<file path="src/rtl/branch_unit.sv">
// Conditional-branch evaluator: captures an instruction and NZP flags on start,
// decides taken/illegal, computes the PC-relative target and counts taken branches.
//
// state  | meaning
// IDLE   | waiting for start; outputs hold the last result
// EVAL   | captured copies are evaluated; result registered on exit
// RESULT | done pulse (and ldPC if taken); returns to IDLE unconditionally
module branch_unit #(
    parameter int COUNT_W = 8
) (
    input  logic               clk,
    input  logic               reset,
    input  logic               start,
    input  logic [15:0]        IR,
    input  logic               N,
    input  logic               Z,
    input  logic               P,
    input  logic [15:0]        pcIn,
    output logic               busy,
    output logic               done,
    output logic               taken,
    output logic               ldPC,
    output logic               illegal,
    output logic [15:0]        target,
    output logic [COUNT_W-1:0] takenCount
);

    typedef enum logic [1:0] {
        IDLE   = 2'd0,
        EVAL   = 2'd1,
        RESULT = 2'd2
    } state_t;

    state_t      state;
    logic [15:0] ir_q;
    logic        n_q;
    logic        z_q;
    logic        p_q;
    logic [15:0] pc_q;

    logic        cond;
    logic        opc_ok;
    logic        new_taken;
    logic [15:0] new_target;

    // Evaluation looks only at the captured copies, never at the live inputs.
    always_comb begin
        cond       = (ir_q[11] & n_q) | (ir_q[10] & z_q) | (ir_q[9] & p_q);
        opc_ok     = (ir_q[15:12] == 4'b0000);
        new_taken  = cond & opc_ok;
        new_target = pc_q + {{7{ir_q[8]}}, ir_q[8:0]};
    end

    always_ff @(posedge clk) begin
        if (reset) begin
            state      <= IDLE;
            ir_q       <= '0;
            n_q        <= 1'b0;
            z_q        <= 1'b0;
            p_q        <= 1'b0;
            pc_q       <= '0;
            busy       <= 1'b0;
            done       <= 1'b0;
            taken      <= 1'b0;
            ldPC       <= 1'b0;
            illegal    <= 1'b0;
            target     <= '0;
            takenCount <= '0;
        end else begin
            done <= 1'b0;
            ldPC <= 1'b0;
            case (state)
                IDLE: begin
                    if (start) begin
                        ir_q  <= IR;
                        n_q   <= N;
                        z_q   <= Z;
                        p_q   <= P;
                        pc_q  <= pcIn;
                        busy  <= 1'b1;
                        state <= EVAL;
                    end
                end
                EVAL: begin
                    taken   <= new_taken;
                    illegal <= ~opc_ok;
                    target  <= new_target;
                    done    <= 1'b1;
                    ldPC    <= new_taken;
                    if (new_taken) begin
                        takenCount <= takenCount + COUNT_W'(1);
                    end
                    state <= RESULT;
                end
                RESULT: begin
                    busy  <= 1'b0;
                    state <= IDLE;
                end
                default: begin
                    busy  <= 1'b0;
                    state <= IDLE;
                end
            endcase
        end
    end

endmodule

</file>
<file path="config.mk">
export PLATFORM = sky130hd
export DESIGN_NAME = branch_unit
export DESIGN_NICKNAME = d
export VERILOG_FILES = /design/src/rtl/branch_unit.sv
export SDC_FILE = /design/constraint.sdc
export NUM_CORES = 1
export LEC_CHECK = 0
export ABC_CLOCK_PERIOD_IN_PS = 6800
export CAP_MARGIN = 40
export CORE_ASPECT_RATIO = 0.75
export CORE_MARGIN = 3
export CORE_UTILIZATION = 56
export CTS_BUF_LIST = sky130_fd_sc_hd__clkbuf_8
export CTS_CLUSTER_DIAMETER = 200
export DETAILED_ROUTE_END_ITERATION = 7
export PLACE_DENSITY = 0.87
export RECOVER_POWER = 25
export REMOVE_ABC_BUFFERS = 1
export SLEW_MARGIN = 20
export SYNTH_ARGS = -nofsm -noshare
export SYNTH_HDL_FRONTEND = slang
export SYNTH_SLANG_ARGS = --single-unit
</file>
<file path="constraint.sdc">
create_clock -name clk -period 6.8 [get_ports clk]
set_input_delay 2.04 -clock clk [delete_from_list [all_inputs] [get_ports clk]]
set_output_delay 2.04 -clock clk [all_outputs]
set_load 0.02 [all_outputs]
</file>
==> metrics.csv <==
metric;value;unit
DR vias/cell;5.575;
Relative slew margins;-73.80;%
setup violators final;0;
Post-synth EDFFs;0;
clock-pin slew on the worst setup and hold paths;80;ps
IO Pins;67;
ys flop type;dfxtp_1;
worst skew pair latency;360;ps
worst r2r src;ir_q[8]$_SDFFE_PP0P_;
violated checks;max-capacitance violations, max-slew violations;
Cells after Synth;366;
final slew viol count;64;
# rows;22;
Antenna Nets Post-Route;0;
number of buffers created by CTS;9;
Final min period;4685;ps
ant diodes;0;
IO Port Bufs;66;
# hold bufs at CTS;0;
CTS tree;done;
Post-DP Area;3795;um2
Root Buffer;clkbuf_8;
area delta synth->final;30.55;%
drt wl/cell;14.13;um
die area;6395;um2
via count;2821;
Routability Congestion;0.9279;
Finished Cell Area;3994;um2
die extent in y;70.01;um
RSZ-0062 raised after global routing;no;
final core occ;78.43;%
drt initial violations;149;
global-route wire length before repair;11930;um
Power Total;0.0008881;W
Hold Crit Class;reg -> reg;
Critical Path End Type;register;
# clock sinks;66;
post-CTS sizing;0;
fin nets;484;
Hold Path Depth;2;
Leak;1.634;nW
H-tree levels;3;
final hold vios;0;
initial antenna violation count;0;
Max-Cap Viols;1;
critical setup path kind;in -> reg;
flops & latches, synth;66;
status;finished with violations;
fmax;213.5;MHz
Die Wd;91.35;um
hold endpoint;ir_q[14]$_SDFFE_PP0P_;
Clock Skew;8.492;ps
synthesized cell area;3059;um2
yosys warns;0;
vias in the first global route;2654;
worst reg2reg endpoint;target[13]$_SDFFE_PP0P_;
R2R cell count;6;
final non-filler cell total;506;
Slew @ Worst Pin;2607;ps
largest net degree at the start of global routing;64;
Setup Buffers After CTS;0;
Overall Global Routing Usage;23.25;%
hold path start;ir_q[14]$_SDFFE_PP0P_;
Core ar.;5092;um2
Max clock buf depth;2;
Reg2Reg Setup Slack;4260;ps
Seq/Total Area, Yosys;43.19;%
DRC Markers;0;
CP Launch Type;primary input;
Required @ worst endpoint;6930;ps
VDD IR max;177.1;uV
Post-DP HPWL;5010;um
share of cells above drive strength 1;5.760;%
initial core utilization;60.07;%
Critical Path AT;4810;ps
setup TNS;0;ps
Worst Path Max Fanout;63;
period utilization;68.89;%
DRT Wirelength;7150;um
Placed Cells;490;
Mean Syn Cell Area;8.358;um2
Synth async-reset ratio;0;%
grt ovf;0;
Power Dens Cells;222.4;nW/um2
DR pass1 iterations;4;
Synth cell types;47;
-- final cells by class --
type	instances	area, um2
clock buffers	10	137.6
fillers	380	1099
well taps	72	90.09
clock inverters	6	65.06
multi-input cells	278	1655
inverters	4	15.01
flip-flops and latches	66	1321
repair buffers	70	709.4
-- layer usage --
| metal | vias up | global-route usage, % | share of wire, % |
|---|---|---|---|
| met5 | - | 0 | 0 |
| met4 | 0 | 6.689 | 1.6 |
| met3 | 12 | 9.365 | 6.4 |
| met2 | 84 | 36.22 | 46 |
| met1 | 1305 | 29.73 | 46 |
| li1 | 1420 | - | - |
-- registers in the layout (all words and copies together), names as in the netlist --
signal / count
busy: 1
done: 1
illegal: 1
ir_q: 16
ldPC: 1
n_q: 1
p_q: 1
pc_q: 16
state: 2
taken: 1
takenCount: 8
target: 16
z_q: 1
-- placed cells by master, fill, tap and decap left out, drive strengths merged, types with 3 or more instances in the layout --
cell type,instances
nand2,86
dfxtp,66
clkdlybuf4s50,65
a21oi,52
nor2,20
ha,16
clkbuf,11
o21ai,10
xor2,9
a21o,9
nand4,6
nand3b,5
a211oi,5
xnor2,5
inv,5
a211o,5
nand2b,4
and3,4
nor3,4
buf,4
and2,3
clkinv,3
-- worst max-delay path, stage by stage --
cell and delay, ps:
buf_2 80, clkbuf_1 1830, nand2b_1 440, inv_1 150
nand3_1 100, o221ai_1 120
-- kinds of logic after synthesis --
group,after synthesis,synth area share [%]
buf+inv,22,2.699
compound gates,104,21.64
flops,66,43.19
fa+ha+maj,17,7.198
xor+xnor,14,4.008
simple gates,142,20.94
mux,1,0.3272
-- cell usage after synthesis, drive strengths merged, types with 2 or more instances --
master	count	share of area [%]
a2111o	2	0.74
a211o	5	1.5
a211oi	5	1.2
a21boi	2	0.49
a21o	9	2.2
a21oi	52	8.5
a31oi	2	0.41
a32o	2	0.65
and2	3	0.61
and3	4	0.82
clkbuf	18	2.2
dfxtp	66	43
ha	16	6.5
inv	4	0.49
nand2	86	11
nand2b	4	0.82
nand3	2	0.33
nand3b	5	1.2
nand4	6	1.2
nor2	20	2.5
nor3	4	1.0
o21a	2	0.53
o21ai	10	1.6
o21bai	2	0.49
o31a	2	0.57
o31ai	2	0.49
or3	2	0.41
or4	2	0.49
xnor2	5	1.4
xor2	9	2.6
-- where the power goes --
part / internal, W / leakage, nW / switching [W] / total (W)
logic: 0.0000631 / 0.993 / 0.0000718 / 0.000135
registers: 0.000405 / 0.539 / 0.0000116 / 0.000417
clock network: 0.000180 / 0.103 / 0.000157 / 0.000336
total: 0.000648 / 1.63 / 0.000240 / 0.000888
-- stage by stage --
| stage | hold slack, ps | setup slack, ps |
|---|---|---|
| 6_report | 456.5 | 2115 |
| 5_1_grt | 466.5 | 1853 |
| 4_1_cts | 453.5 | 3328 |
| 3_5_place_dp | 442.8 | 3209 |
| 3_3_place_gp | 438.3 | 3001 |
| 2_1_floorplan | 424.7 | 3821 |
-- worst max-delay path by stage --
stage                                          start                      end
after floorplan                                start     ir_q[0]$_SDFFE_PP0P_
after global placement                         start     pc_q[5]$_SDFFE_PP0P_
after detailed placement                       start    ir_q[10]$_SDFFE_PP0P_
after CTS                 takenCount[2]$_SDFFE_PP0P_            takenCount[2]
after global routing                           reset  target[15]$_SDFFE_PP0P_
final                                          reset  target[15]$_SDFFE_PP0P_
Power figures use the tool's default switching activity.
